**config.mk**
```make
export PLATFORM = sky130hd
export DESIGN_NAME = pulse_scheduler_flat
export DESIGN_NICKNAME = d
export VERILOG_FILES = /design/src/rtl/pulse_pkg.sv /design/src/rtl/pulse_scheduler_if.sv /design/src/rtl/pulse_timer.sv /design/src/rtl/pulse_scheduler.sv /design/src/flat_wrapper.sv
export SDC_FILE = /design/constraint.sdc
export NUM_CORES = 1
export LEC_CHECK = 0
export ABC_AREA = 0
export BUFFER_PORTS_ARGS = -buffer_cell sky130_fd_sc_hd__buf_2
export CORE_MARGIN = 2
export CORE_UTILIZATION = 35
export DETAILED_ROUTE_END_ITERATION = 16
export PLACE_DENSITY = 0.69
export REMOVE_ABC_BUFFERS = 1
export SLEW_MARGIN = 5
export SYNTH_ARGS = -nofsm -noshare
export SYNTH_HDL_FRONTEND = slang
export SYNTH_SLANG_ARGS = --single-unit
```
**constraint.sdc**
```tcl
create_clock -name clk -period 2.2 [get_ports clk]
set_input_delay 0 -clock clk [delete_from_list [all_inputs] [get_ports clk]]
set_output_delay 0 -clock clk [all_outputs]
set_load 0.01 [all_outputs]
```
**src/rtl/pulse_pkg.sv**
```systemverilog
// +----------------------------------------------------------------------------+
// | pulse_pkg: shared state encoding and default counter width for the          |
// | pulse scheduler.                                                            |
// | Revision: 1.0                                                               |
// +----------------------------------------------------------------------------+
`default_nettype none

package pulse_pkg;

  typedef enum logic [1:0] {
    IDLE  = 2'd0,
    DELAY = 2'd1,
    HIGH  = 2'd2,
    DONE  = 2'd3
  } state_t;

  localparam int CNT_W_DEFAULT = 8;

endpackage

`default_nettype wire

```
**src/rtl/pulse_scheduler_if.sv**
```systemverilog
// +----------------------------------------------------------------------------+
// | pulse_scheduler_if: per-requester job handshake bundle (valid/ready plus    |
// | packed delay and width fields).                                             |
// | Revision: 1.0                                                               |
// +----------------------------------------------------------------------------+
`default_nettype none

interface pulse_scheduler_if
  import pulse_pkg::*;
#(
  parameter int N_REQ = 2,
  parameter int CNT_W = CNT_W_DEFAULT
);

  logic [N_REQ-1:0]       req_valid;
  logic [N_REQ-1:0]       req_ready;
  logic [N_REQ*CNT_W-1:0] req_delay;
  logic [N_REQ*CNT_W-1:0] req_width;

  modport master (
    output req_valid,
    output req_delay,
    output req_width,
    input  req_ready
  );

  modport slave (
    input  req_valid,
    input  req_delay,
    input  req_width,
    output req_ready
  );

endinterface

`default_nettype wire

```
**src/rtl/pulse_timer.sv**
```systemverilog
// +----------------------------------------------------------------------------+
// | pulse_timer: loadable down-counter that saturates at zero and flags it.     |
// | Revision: 1.0                                                               |
// +----------------------------------------------------------------------------+
`default_nettype none

module pulse_timer #(
  parameter int CNT_W = 8
) (
  input  wire logic             clk,
  input  wire logic             rst,
  input  wire logic             i_load,
  input  wire logic [CNT_W-1:0] i_load_val,
  input  wire logic             i_dec,
  output logic                  o_zero
);

  logic [CNT_W-1:0] r_count;

  always_ff @(posedge clk) begin
    if (rst) begin
      r_count <= '0;
    end else if (i_load) begin
      r_count <= i_load_val;
    end else if (i_dec && (r_count != '0)) begin
      r_count <= r_count - CNT_W'(1);
    end
  end

  assign o_zero = (r_count == '0);

endmodule

`default_nettype wire

```
**src/rtl/pulse_scheduler.sv**
```systemverilog
// +----------------------------------------------------------------------------+
// | pulse_scheduler: arbitrates N_REQ (delay, width) jobs onto one pulse output.|
// | Define PULSE_SCHEDULER_RR_EN for round-robin; fixed priority otherwise.     |
// | Revision: 1.0                                                               |
// +----------------------------------------------------------------------------+
`default_nettype none

module pulse_scheduler
  import pulse_pkg::*;
#(
  parameter  int N_REQ = 2,
  parameter  int CNT_W = CNT_W_DEFAULT,
  localparam int OW    = (N_REQ > 1) ? $clog2(N_REQ) : 1
) (
  input  wire logic         clk,
  input  wire logic         reset,
  pulse_scheduler_if.slave  req_if,
  output logic              out,
  output logic              busy,
  output logic              done,
  output logic [OW-1:0]     owner
);

  state_t           r_state;
  state_t           w_next;
  logic [CNT_W-1:0] r_width;
  logic [N_REQ-1:0] w_ready;
  logic             w_any;
  logic [OW-1:0]    w_win;
  logic [CNT_W-1:0] w_sel_delay;
  logic [CNT_W-1:0] w_sel_width;
  logic             w_hs;
  logic             w_load;
  logic [CNT_W-1:0] w_load_val;
  logic             w_dec;
  logic             w_zero;
  int               w_start;

`ifdef PULSE_SCHEDULER_RR_EN
  logic [OW-1:0] r_ptr;

  always_ff @(posedge clk) begin
    if (reset) begin
      r_ptr <= OW'(N_REQ - 1);
    end else if (w_hs) begin
      r_ptr <= w_win;
    end
  end

  assign w_start = int'(r_ptr) + 1;
`else
  assign w_start = 0;
`endif

  // Scan from w_start with wrap; first valid requester wins.
  always_comb begin
    w_any       = 1'b0;
    w_win       = '0;
    w_sel_delay = '0;
    w_sel_width = '0;
    for (int j = 0; j < N_REQ; j++) begin
      int idx;
      idx = (w_start + j) % N_REQ;
      if (!w_any && req_if.req_valid[idx]) begin
        w_any       = 1'b1;
        w_win       = OW'(idx);
        w_sel_delay = req_if.req_delay[idx*CNT_W +: CNT_W];
        w_sel_width = req_if.req_width[idx*CNT_W +: CNT_W];
      end
    end
  end

  always_comb begin
    w_ready = '0;
    for (int i = 0; i < N_REQ; i++) begin
      w_ready[i] = (r_state == IDLE) && w_any && (w_win == OW'(i));
    end
  end

  assign req_if.req_ready = w_ready;
  assign w_hs             = |(req_if.req_valid & w_ready);

  // Timer is loaded with count-1 so the phase ends on the cycle it reads zero.
  always_comb begin
    w_next     = r_state;
    w_load     = 1'b0;
    w_load_val = '0;
    w_dec      = 1'b0;
    case (r_state)
      IDLE: begin
        if (w_hs) begin
          if (w_sel_delay != '0) begin
            w_load     = 1'b1;
            w_load_val = w_sel_delay - CNT_W'(1);
            w_next     = DELAY;
          end else if (w_sel_width != '0) begin
            w_load     = 1'b1;
            w_load_val = w_sel_width - CNT_W'(1);
            w_next     = HIGH;
          end else begin
            w_next = DONE;
          end
        end
      end
      DELAY: begin
        if (w_zero) begin
          if (r_width != '0) begin
            w_load     = 1'b1;
            w_load_val = r_width - CNT_W'(1);
            w_next     = HIGH;
          end else begin
            w_next = DONE;
          end
        end else begin
          w_dec = 1'b1;
        end
      end
      HIGH: begin
        if (w_zero) begin
          w_next = DONE;
        end else begin
          w_dec = 1'b1;
        end
      end
      DONE:    w_next = IDLE;
      default: w_next = IDLE;
    endcase
  end

  always_ff @(posedge clk) begin
    if (reset) begin
      r_state <= IDLE;
      r_width <= '0;
      owner   <= '0;
      out     <= 1'b0;
      done    <= 1'b0;
      busy    <= 1'b0;
    end else begin
      r_state <= w_next;
      if (w_hs) begin
        r_width <= w_sel_width;
        owner   <= w_win;
      end
      out  <= (w_next == HIGH);
      done <= (w_next == DONE);
      busy <= (w_next != IDLE);
    end
  end

  pulse_timer #(
    .CNT_W (CNT_W)
  ) u_timer (
    .clk        (clk),
    .rst        (reset),
    .i_load     (w_load),
    .i_load_val (w_load_val),
    .i_dec      (w_dec),
    .o_zero     (w_zero)
  );

endmodule

`default_nettype wire

```
**src/flat_wrapper.sv**
```systemverilog
// flat-port wrapper written by rule: the top's interface ports become plain ports
module pulse_scheduler_flat import pulse_pkg::*;
#(
  parameter  int N_REQ = 2,
  parameter  int CNT_W = CNT_W_DEFAULT,
  localparam int OW    = (N_REQ > 1) ? $clog2(N_REQ) : 1
)
  (clk, reset, out, busy, done, owner, req_if_req_valid, req_if_req_delay, req_if_req_width, req_if_req_ready);
  pulse_scheduler_if #(.N_REQ(N_REQ), .CNT_W(CNT_W)) req_if_i ();
  input  wire logic clk;
  input  wire logic reset;
  output logic out;
  output logic busy;
  output logic done;
  output logic [OW-1:0] owner;
  input wire logic [$bits(req_if_i.req_valid)-1:0] req_if_req_valid;
  input wire logic [$bits(req_if_i.req_delay)-1:0] req_if_req_delay;
  input wire logic [$bits(req_if_i.req_width)-1:0] req_if_req_width;
  output wire logic [$bits(req_if_i.req_ready)-1:0] req_if_req_ready;
  assign req_if_i.req_valid = req_if_req_valid;
  assign req_if_i.req_delay = req_if_req_delay;
  assign req_if_i.req_width = req_if_req_width;
  assign req_if_req_ready = req_if_i.req_ready;
  pulse_scheduler #(.N_REQ(N_REQ), .CNT_W(CNT_W)) u_core (.clk(clk), .reset(reset), .req_if(req_if_i), .out(out), .busy(busy), .done(done), .owner(owner));
endmodule
```
# [Word level (Yosys, flattened, before mapping)]
# Cells that the tools add are included.
# Widths: inputs -> output; s select.
[op_classes] bitwise_logic=2 n_reduce_logical=16 add_sub_neg=4 n_eq_ne=5 n_mux=30
[op_table] operator="$mux 8" n=11
[op_table] operator="$reduce_bool 8->1" n=4
[op_table] operator="$sub 8x1->8 const B" n=4
[op_table] operator="$pmux 8 s2" n=1
[op_table] operator="$mux 1" n=12
[op_table] operator="$eq 2x2->1 const B" n=4
[op_table] operator="$logic_not 8->1" n=1
[op_table] operator="$mux 2" n=4
[op_table] operator="$pmux 2 s4" n=1
[op_table] operator="$logic_and 1x1->1" n=5
[op_table] operator="$reduce_bool 2->1" n=2
[op_table] operator="$reduce_or 2->1" n=2
[op_table] operator="$and 2x2->2" n=1
[op_table] operator="$eq 2x1->1 const B" n=1
[op_table] operator="$logic_not 2->1" n=1
[op_table] operator="$pmux 1 s2" n=1
[op_table] operator="$logic_not 1->1" n=1
[op_table] operator="$not 1->1" n=1
[totals] input_bits=36 reg_bits=22 output_inout_bits=6

# [Longest topological paths before layout]
# Gate-level depths: netlist (run 1).
[depth] ltp_word=11 depth_mapped=12 ltp_nobuf=10

# [Cells and area by module]
# Synthesis (run 1) repeated with hierarchy kept, for this count alone.
[hier_totals] hier_cells=227 hier_area_um2=1864.3
[modules_own_cells] module="pulse_scheduler" area_each_um2=1348.8 cells_per_inst=168 instances=1
[modules_own_cells] module="pulse_timer" area_each_um2=515.5 cells_per_inst=59 instances=1

# [Worst setup path after synthesis (run 1)]
# Ideal clock, no wire load.
[synth_path] path_kind="input-to-reg" startpoint="input port req_if_req_valid[0]" endpoint="register u_core.busy" path_stages=12 setup_time_ns=0.057 n_path_buf=3 path_slack_ns=0.039 arrival_time_ns=2.104 required_ns=2.143 path_cell_list="buf_2 buf_2 buf_2 a22oi_1 ha_1 inv_1 a221oi_4 nand4b_4 nor2_2 a21oi_1 a221o_1 a21bo_1"
[synth_between] elab_chain_len=11 word_cells_on_any_way=22 classes_between="mux: 11; bitwise: 2; reduce/logical: 9"
[synth_rtl] item="start, declared" line="flat_wrapper.sv:16" text="input wire logic [$bits(req_if_i.req_valid)-1:0] req_if_req_valid;"
[synth_rtl] item="parallel branches: the longest is 8 deep, another holds $mux 8"
[synth_rtl] item="$mux 2 (*)" line="pulse_scheduler.sv:91" text="if (w_hs) begin"
[synth_rtl] item="$pmux 2 s4 (*)" line="pulse_scheduler.sv:89" text="case (r_state)"
[synth_rtl] item="$reduce_bool 2->1 (*)" line="pulse_scheduler.sv:146" text="busy <= (w_next != IDLE);"
[synth_rtl] item="end signal, assigned" line="pulse_scheduler.sv:146"
[synth_rtl] item="end, declared" line="pulse_scheduler.sv:19" text="output logic busy,"
# Mark *: on every way between the ends.
# A chain may end at the register's enable or synchronous reset.

# [Worst setup path in the final report (run 1)]
[layout_path] startpoint="register u_core.u_timer.r_count[0]" endpoint="register u_core.u_timer.r_count[2]"
[layout_between] elab_chain_len=5 word_cells_on_any_way=13 classes_between="add/sub: 1; mux: 8; reduce/logical: 4"
[layout_rtl] item="start, declared" line="pulse_timer.sv:18" text="logic [CNT_W-1:0] r_count;"
[layout_rtl] item="start signal, assigned" line="pulse_timer.sv:24" text="r_count <= i_load_val;"
[layout_rtl] item="start signal, assigned" line="pulse_timer.sv:26" text="r_count <= r_count - CNT_W'(1);"
[layout_rtl] item="parallel branches: the longest is 5 deep, another holds $sub 8x1->8"
# Parallel ways; which one is timed is not known. The select of a mux whose other input is x is not followed.

==> results.md, run 1 <==
- Outcome: complete, no violations
- Setup violators final: 0
- Final instance area: 2280 µm²
- Achievable Freq: 492 MHz
- Final GP Congestion: 0.910
- Min Tclk post-route: 2.03 ns
- Final core occ: 44.1%
- Mapped Area: 1900 µm²
- Antenna Nets Post-Route: 0
- Slowest Stage Delay on Critical Path: 0.45 ns
- Critical path depth: 8
- Io pins: 42
- Hold WC Path Type: input pin to flop
- Critical-path top delay cell: or3b_1
- Max clock buf depth: 2
- Critical Path RT: 2.34 ns
- Critical Path AT: 2.17 ns
- R2r endpoint: u_core.u_timer.r_count[2]$_SDFFE_PP0P_
- Critical path's top delay family: simple AND/OR/NAND/NOR gates
- Tot GR Track Use: 17.0%
- Via density: 5.43
- Total gr overflow: 0
- Area growth from synthesis to layout: 20.0%
- Reg2reg start: u_core.u_timer.r_count[0]$_SDFFE_PP0P_
- N_diodes: 0
- Commonest non-fill, non-tap cells in the layout: buf_2, nor2_1, dfxtp_1
- PwrDens: 1060 nW/µm²
- Placed cell count: 354
- Yosys reg bits: 22
- Total clock sinks: 22
- Crit start category: flop
- Post-Synth Simple-Gate Area: 25.9%
- Cell Chain, Critical Path: inv_1 > ha_1 > or3b_1 > nor2_4 > nand3_4 > nor2b_4 > a211oi_2 > a211oi_2
- Slew headroom: 63.9%
- Core Area: 5170 µm²
- Clk_lat worst skew: 0.26 ns
- R2R Setup Slk: 0.17 ns
- Syn avg cell area: 7.88 µm²
- Period utilization: 92.3%
- Top cell by count, worst path: a211oi_2
- Routed WL: 5020 µm
- Largest family of logic cells by synthesized area: compound AO/OA/AOI/OAI gates
- Vias in the first global route: 1,796
- Initial antenna violation count: 0
- Max FO, Critical Path: 10
- Hold EP: u_core.r_width[3]$_SDFFE_PP0N_
- Die ar.: 6030 µm²
- Post-CTS setup buffers: 0
- Post-synthesis async set-or-reset flop share: 0%
- Max-cap violations: 0
- Commonest non-fill, non-tap cell in the layout: buf_2
- Synth cell types: 54
- Synth Area in Compound Gates: 31.1%
- HPWL Detailed: 4100 µm
- Fin nets: 333
- CP endpoint kind: flop
- Worst-Margin Slew: 0.537 ns
- Synth Area in Adders: 5.27%
- Per-cell routed wire length: 14.0 µm
- Initial drt markers: 146
- Hold Startpoint: req_if_req_width[11]
- I/O Buffers: 41
- Largest net degree at the start of global routing: 20
- Share of cells above drive strength 1: 25.4%
- Clock Pin Slew Worst Setup and Hold Paths: 0.08 ns
- Leak Pwr: 0.957 nW
- Die Y: 77.7 µm
- Bufs and invs on worst path: 1
- Hold violation count in the final report: 0
- Slew Viols, Final: 0
- YS warnings: 0
- Dpl cell area: 2230 µm²
- Post-route DRC: 0
- Die Wd: 77.7 µm
- Synth Area in XOR/XNOR: 7.38%
- Pre-CTS setup slack: 0.0368 ns
- Hold Path Depth: 3
- Post-CTS Hold Buffers: 0
- R2R depth: 8
- Non-filler cells in the finished layout: 357
- Setup_tns: 0 ns
- Clk root buf: clkbuf_8
- Max VDD drop: 0.000433 V
- Post-synth EDFFs: 0
- Row count: 26
- Final setup margin: 0.169 ns
- Top FF cell, synth: dfxtp_1
- Worst setup path class: flop to flop
- Post-synthesis mux area share: 2.11%
- Fill cells: 530
- DR vias: 1,939
- Mapped Cells: 241
- CTS buffer count: 3
- CTS tree: done
- Htree depth: 1
- First-pass iteration count of the detailed router: 4
- First-pass GRT wire length: 8440 µm
- Sequential area share after synthesis: 23.2%
- Initial Utilization: 36.7%
- Clk_skew: 0.00152 ns
==> layer usage <==
layer / track usage [%] / wire (µm) / vias up
li1: - / - / 985
met1: 23.0 / 2390 / 901
met2: 28.4 / 2350 / 48
met3: 3.26 / 264 / 5
met4: 2.32 / 18 / 0
met5: 0 / 0 / -
==> per-stage QoR <==
step	power [mW]	hold slack (ns)
global placement	2.13	0.365
finish	2.43	0.100
floorplan	1.75	0.0646
CTS	2.40	0.0883
detailed placement	2.15	0.367
global route	2.64	0.103
==> worst max path at each step <==
stage          slack, ns                                   start                                endpoint
2_1_floorplan       0.17            u_core.r_state[0]$_SDFF_PP0_  u_core.u_timer.r_count[5]$_SDFFE_PP0P_
3_3_place_gp        0.12                     req_if_req_valid[0]  u_core.u_timer.r_count[2]$_SDFFE_PP0P_
3_5_place_dp        0.04                     req_if_req_valid[0]  u_core.u_timer.r_count[2]$_SDFFE_PP0P_
4_1_cts             0.09  u_core.u_timer.r_count[0]$_SDFFE_PP0P_  u_core.u_timer.r_count[2]$_SDFFE_PP0P_
5_1_grt            -0.01  u_core.u_timer.r_count[0]$_SDFFE_PP0P_            u_core.r_state[0]$_SDFF_PP0_
6_report            0.17  u_core.u_timer.r_count[0]$_SDFFE_PP0P_  u_core.u_timer.r_count[2]$_SDFFE_PP0P_
==> where the power goes <==
part	leakage, nW	internal (mW)	switching [mW]
registers	0.182	0.544	0.126
clock network	0.0216	0.122	0.128
logic	0.754	0.643	0.861
==> cell families (layout without fill, tap and decap cells) <==
kind of cell / count (synthesis) / in the layout
xor gates and xnor gates: 16 / 16
AOI/OAI and AO/OA: 83 / 83
muxes: 4 / 4
DFF: 22 / 22
buffers and inverters: 22 / 68
and+or+nand+nor: 86 / 86
adders and majority gates: 8 / 8
==> registers in the layout (all words and copies together), names as in the netlist <==
| register | flops |
|---|---|
| u_core.u_timer.r_count | 8 |
| u_core.out | 1 |
| u_core.done | 1 |
| u_core.r_state | 2 |
| u_core.r_width | 8 |
| u_core.busy | 1 |
| u_core.owner | 1 |
==> cell usage after synthesis (2+ instances only) <==
cell type  count  area [µm²]
and2_1         3        18.8
nor2b_1        3        18.8
a31oi_1        2        12.5
a22o_1         6        52.6
nor3_1        10        50.1
clkbuf_1       2        7.51
o22ai_1        5        31.3
a22oi_1       14         105
a211oi_1       7        52.6
mux2i_1        4        40.0
o21a_1         2        15.0
xor2_1         4        35.0
and3_1         2        12.5
buf_2          5        25.0
nor2_1        34         128
ha_1           8         100
a211oi_2       2        25.0
nand2_1       13        48.8
nor2b_4        2        27.5
inv_1         13        48.8
o21ai_0        9        45.0
o21ai_1       10        50.1
dfxtp_1       22         440
a21oi_1       14        70.1
o31ai_1        3        22.5
nand3_1        3        15.0
xnor2_1       12         105
==> worst min-delay path, cell delays in order <==
cell and delay, ns:
buf_2 0.10, o22ai_1 0.09, a21oi_1 0.14
==> area by class of cell <==
type                       count  area (µm²)  share of cell area, %
multi-input combinational    197        1370                   60.3
sequential                    22         440                   19.3
timing repair buffer          52         288                   12.6
tap                           70        87.6                   3.84
inverter                      13        48.8                   2.14
clock buffer                   3        41.3                   1.81
==> what timing repair did <==
item                                   CTS  global route
gates resized for setup                  0             2
endpoints found under the hold margin    0             0
setup endpoints to repair                0             5
No activity file was read; power rests on OpenSTA's default activity.
==> run 2: changes to the inputs <==
--- a/config.mk
+++ b/config.mk
@@ -10,6 +10,7 @@
 export CORE_MARGIN = 2
 export CORE_UTILIZATION = 35
 export DETAILED_ROUTE_END_ITERATION = 16
+export MAX_ROUTING_LAYER = met4
 export PLACE_DENSITY = 0.69
 export REMOVE_ABC_BUFFERS = 1
 export SLEW_MARGIN = 5
==> results.md, run 2 (synthesized netlist as in run 1, its figures left out) <==
- Pre-CTS setup slack: 0.0492 ns (was 0.0368 ns)
- Leak Pwr: 0.967 nW (was 0.957 nW)
- Final core occ: 44.4% (was 44.1%)
- Die Wd: 77.7 µm (unchanged)
- Hold WC Path Type: input pin to flop (unchanged)
- Clk_lat worst skew: 0.26 ns (about the same)
- Outcome: complete, no violations (unchanged)
- Commonest non-fill, non-tap cell in the layout: buf_2 (unchanged)
- Fin nets: 333 (unchanged)
- Largest net degree at the start of global routing: 20 (unchanged)
- Share of cells above drive strength 1: 26.0% (was 25.4%)
- Clk_skew: 0.00578 ns (was 0.00152 ns)
- Final setup margin: 0.149 ns (was 0.169 ns)
- PwrDens: 1070 nW/µm² (was 1060 nW/µm²)
- Power, Total: 2.47 mW (was 2.43 mW)
- First-pass GRT wire length: 8410 µm (was 8440 µm)
- Critical Path AT: 2.26 ns (was 2.17 ns)
- Routed WL: 4990 µm (was 5020 µm)
- CTS buffer count: 3 (unchanged)
- CTS tree: done (unchanged)
- Row count: 26 (unchanged)
- CP endpoint kind: flop (unchanged)
- Via density: 5.31 (was 5.43)
- Hold violation count in the final report: 0 (unchanged)
- Area growth from synthesis to layout: 21.0% (was 20.0%)
- Io pins: 42 (unchanged)
- Initial drt markers: 159 (was 146)
- Clk root buf: clkbuf_8 (unchanged)
- HPWL Detailed: 4140 µm (was 4100 µm)
- Initial antenna violation count: 0 (unchanged)
- Post-route DRC: 0 (unchanged)
- Total clock sinks: 22 (unchanged)
- Die ar.: 6030 µm² (unchanged)
- First-pass iteration count of the detailed router: 5 (was 4)
- Final GP Congestion: 0.957 (was 0.910)
- Worst setup path class: flop to flop (unchanged)
- Slew headroom: 62.4% (was 63.9%)
- Max-cap violations: 0 (unchanged)
- Antenna Nets Post-Route: 0 (unchanged)
- Setup violators final: 0 (unchanged)
- Die Y: 77.7 µm (unchanged)
- Crit start category: flop (unchanged)
- Min Tclk post-route: 2.05 ns (was 2.03 ns)
- Achievable Freq: 488 MHz (was 492 MHz)
- DR vias: 1,902 (was 1,939)
- Core Area: 5170 µm² (unchanged)
- Htree depth: 1 (unchanged)
- N_diodes: 0 (unchanged)
- Initial Utilization: 36.7% (unchanged)
- RSZ-0062 raised after global routing: true
- Setup_tns: 0 ns (unchanged)
- Max VDD drop: 0.000449 V (was 0.000433 V)
- Regs by FF count: u_core.r_width x8, u_core.u_timer.r_count x8, u_core.r_state x2 (unchanged)
- Clock Pin Slew Worst Setup and Hold Paths: 0.08 ns (about the same)
- I/O Buffers: 41 (unchanged)
- Commonest non-fill, non-tap cells in the layout: buf_2, nor2_1, dfxtp_1 (unchanged)
- Critical Path RT: 2.41 ns (was 2.34 ns)
- Worst-Margin Slew: 0.560 ns (was 0.537 ns)
- Tot GR Track Use: 17.4% (was 17.0%)
- Per-cell routed wire length: 13.9 µm (was 14.0 µm)
- Vias in the first global route: 1,835 (was 1,796)
- Max FO, Critical Path: 6 (was 10)
- Period utilization: 93.2% (was 92.3%)
- Total gr overflow: 0 (unchanged)
- Slew Viols, Final: 0 (unchanged)
- Max clock buf depth: 2 (unchanged)
[run 2: cell types whose count changed in the layout (fill, tap and decap cells not counted)]
| cell | previous run | this run |
|---|---|---|
| clkbuf_8 | 3 | 4 |
| nor3b_2 | 0 | 1 |
| nor3b_1 | 1 | 0 |
[run 2: power by group]
group / internal (mW) / total (mW) / leakage (nW) / switching, mW
Clock: 0.160 / 0.287 / 0.0288 / 0.128
Sequential: 0.544 / 0.674 / 0.182 / 0.129
Combinational: 0.646 / 1.51 / 0.756 / 0.860
Total: 1.35 / 2.47 / 0.967 / 1.12
[run 2: layout make-up]
| cell class | instances | area, µm² |
|---|---|---|
| fill | 521 | 2870 |
| inverter | 13 | 48.8 |
| timing repair buffer | 52 | 288 |
| multi-input combinational | 197 | 1380 |
| sequential | 22 | 440 |
| tap | 70 | 87.6 |
| clock buffer | 4 | 55.1 |
[run 2: final timing paths]
check / startpoint / end / slack, ns / cells after the start
worst max-delay path: u_core.u_timer.r_count[0]$_SDFFE_PP0P_ / u_core.done$_SDFF_PP0_ / 0.15 / 8
worst min-delay path: req_if_req_width[11] / u_core.r_width[3]$_SDFFE_PP0N_ / 0.11 / 3
worst min register to register: u_core.owner$_SDFFE_PP0N_ / u_core.owner$_SDFFE_PP0N_ / 0.51 / 2
worst max register to register: u_core.u_timer.r_count[0]$_SDFFE_PP0P_ / u_core.done$_SDFF_PP0_ / 0.15 / 8
[run 2: stage by stage]
| step | area (µm²) | hold slack [ns] | cells |
|---|---|---|---|
| 5_1_grt | 2300 | 0.139 | 358 |
| 6_report | 2300 | 0.105 | 358 |
| 3_3_place_gp | 2230 | 0.364 | 354 |
| 3_5_place_dp | 2230 | 0.382 | 354 |
| 2_1_floorplan | 1850 | 0.0646 | 232 |
| 4_1_cts | 2280 | 0.107 | 358 |
[run 2: critical path: stages, from the launching register on]
cell and delay (ns):
dfxtp_1 0.35, inv_1 0.07, ha_1 0.20, or3b_1 0.45
nor2_4 0.21, nor2_1 0.05, or3_1 0.33, a21oi_2 0.20
nor2b_1 0.15
[run 2: routing by layer]
metal  GRT usage, %  part of all wire (%)  vias to the layer above
met5              -                     0                        -
met4           2.50                  0.42                        0
met3           4.07                   4.9                        6
met2           28.0                    47                       45
met1           22.8                    48                      869
li1               -                     -                      982
[run 2: repair_timing]
item	CTS	global route
resized for setup	0	3
setup endpoints to repair	0	6
hold buffers	0	0
buffers inserted	0	0
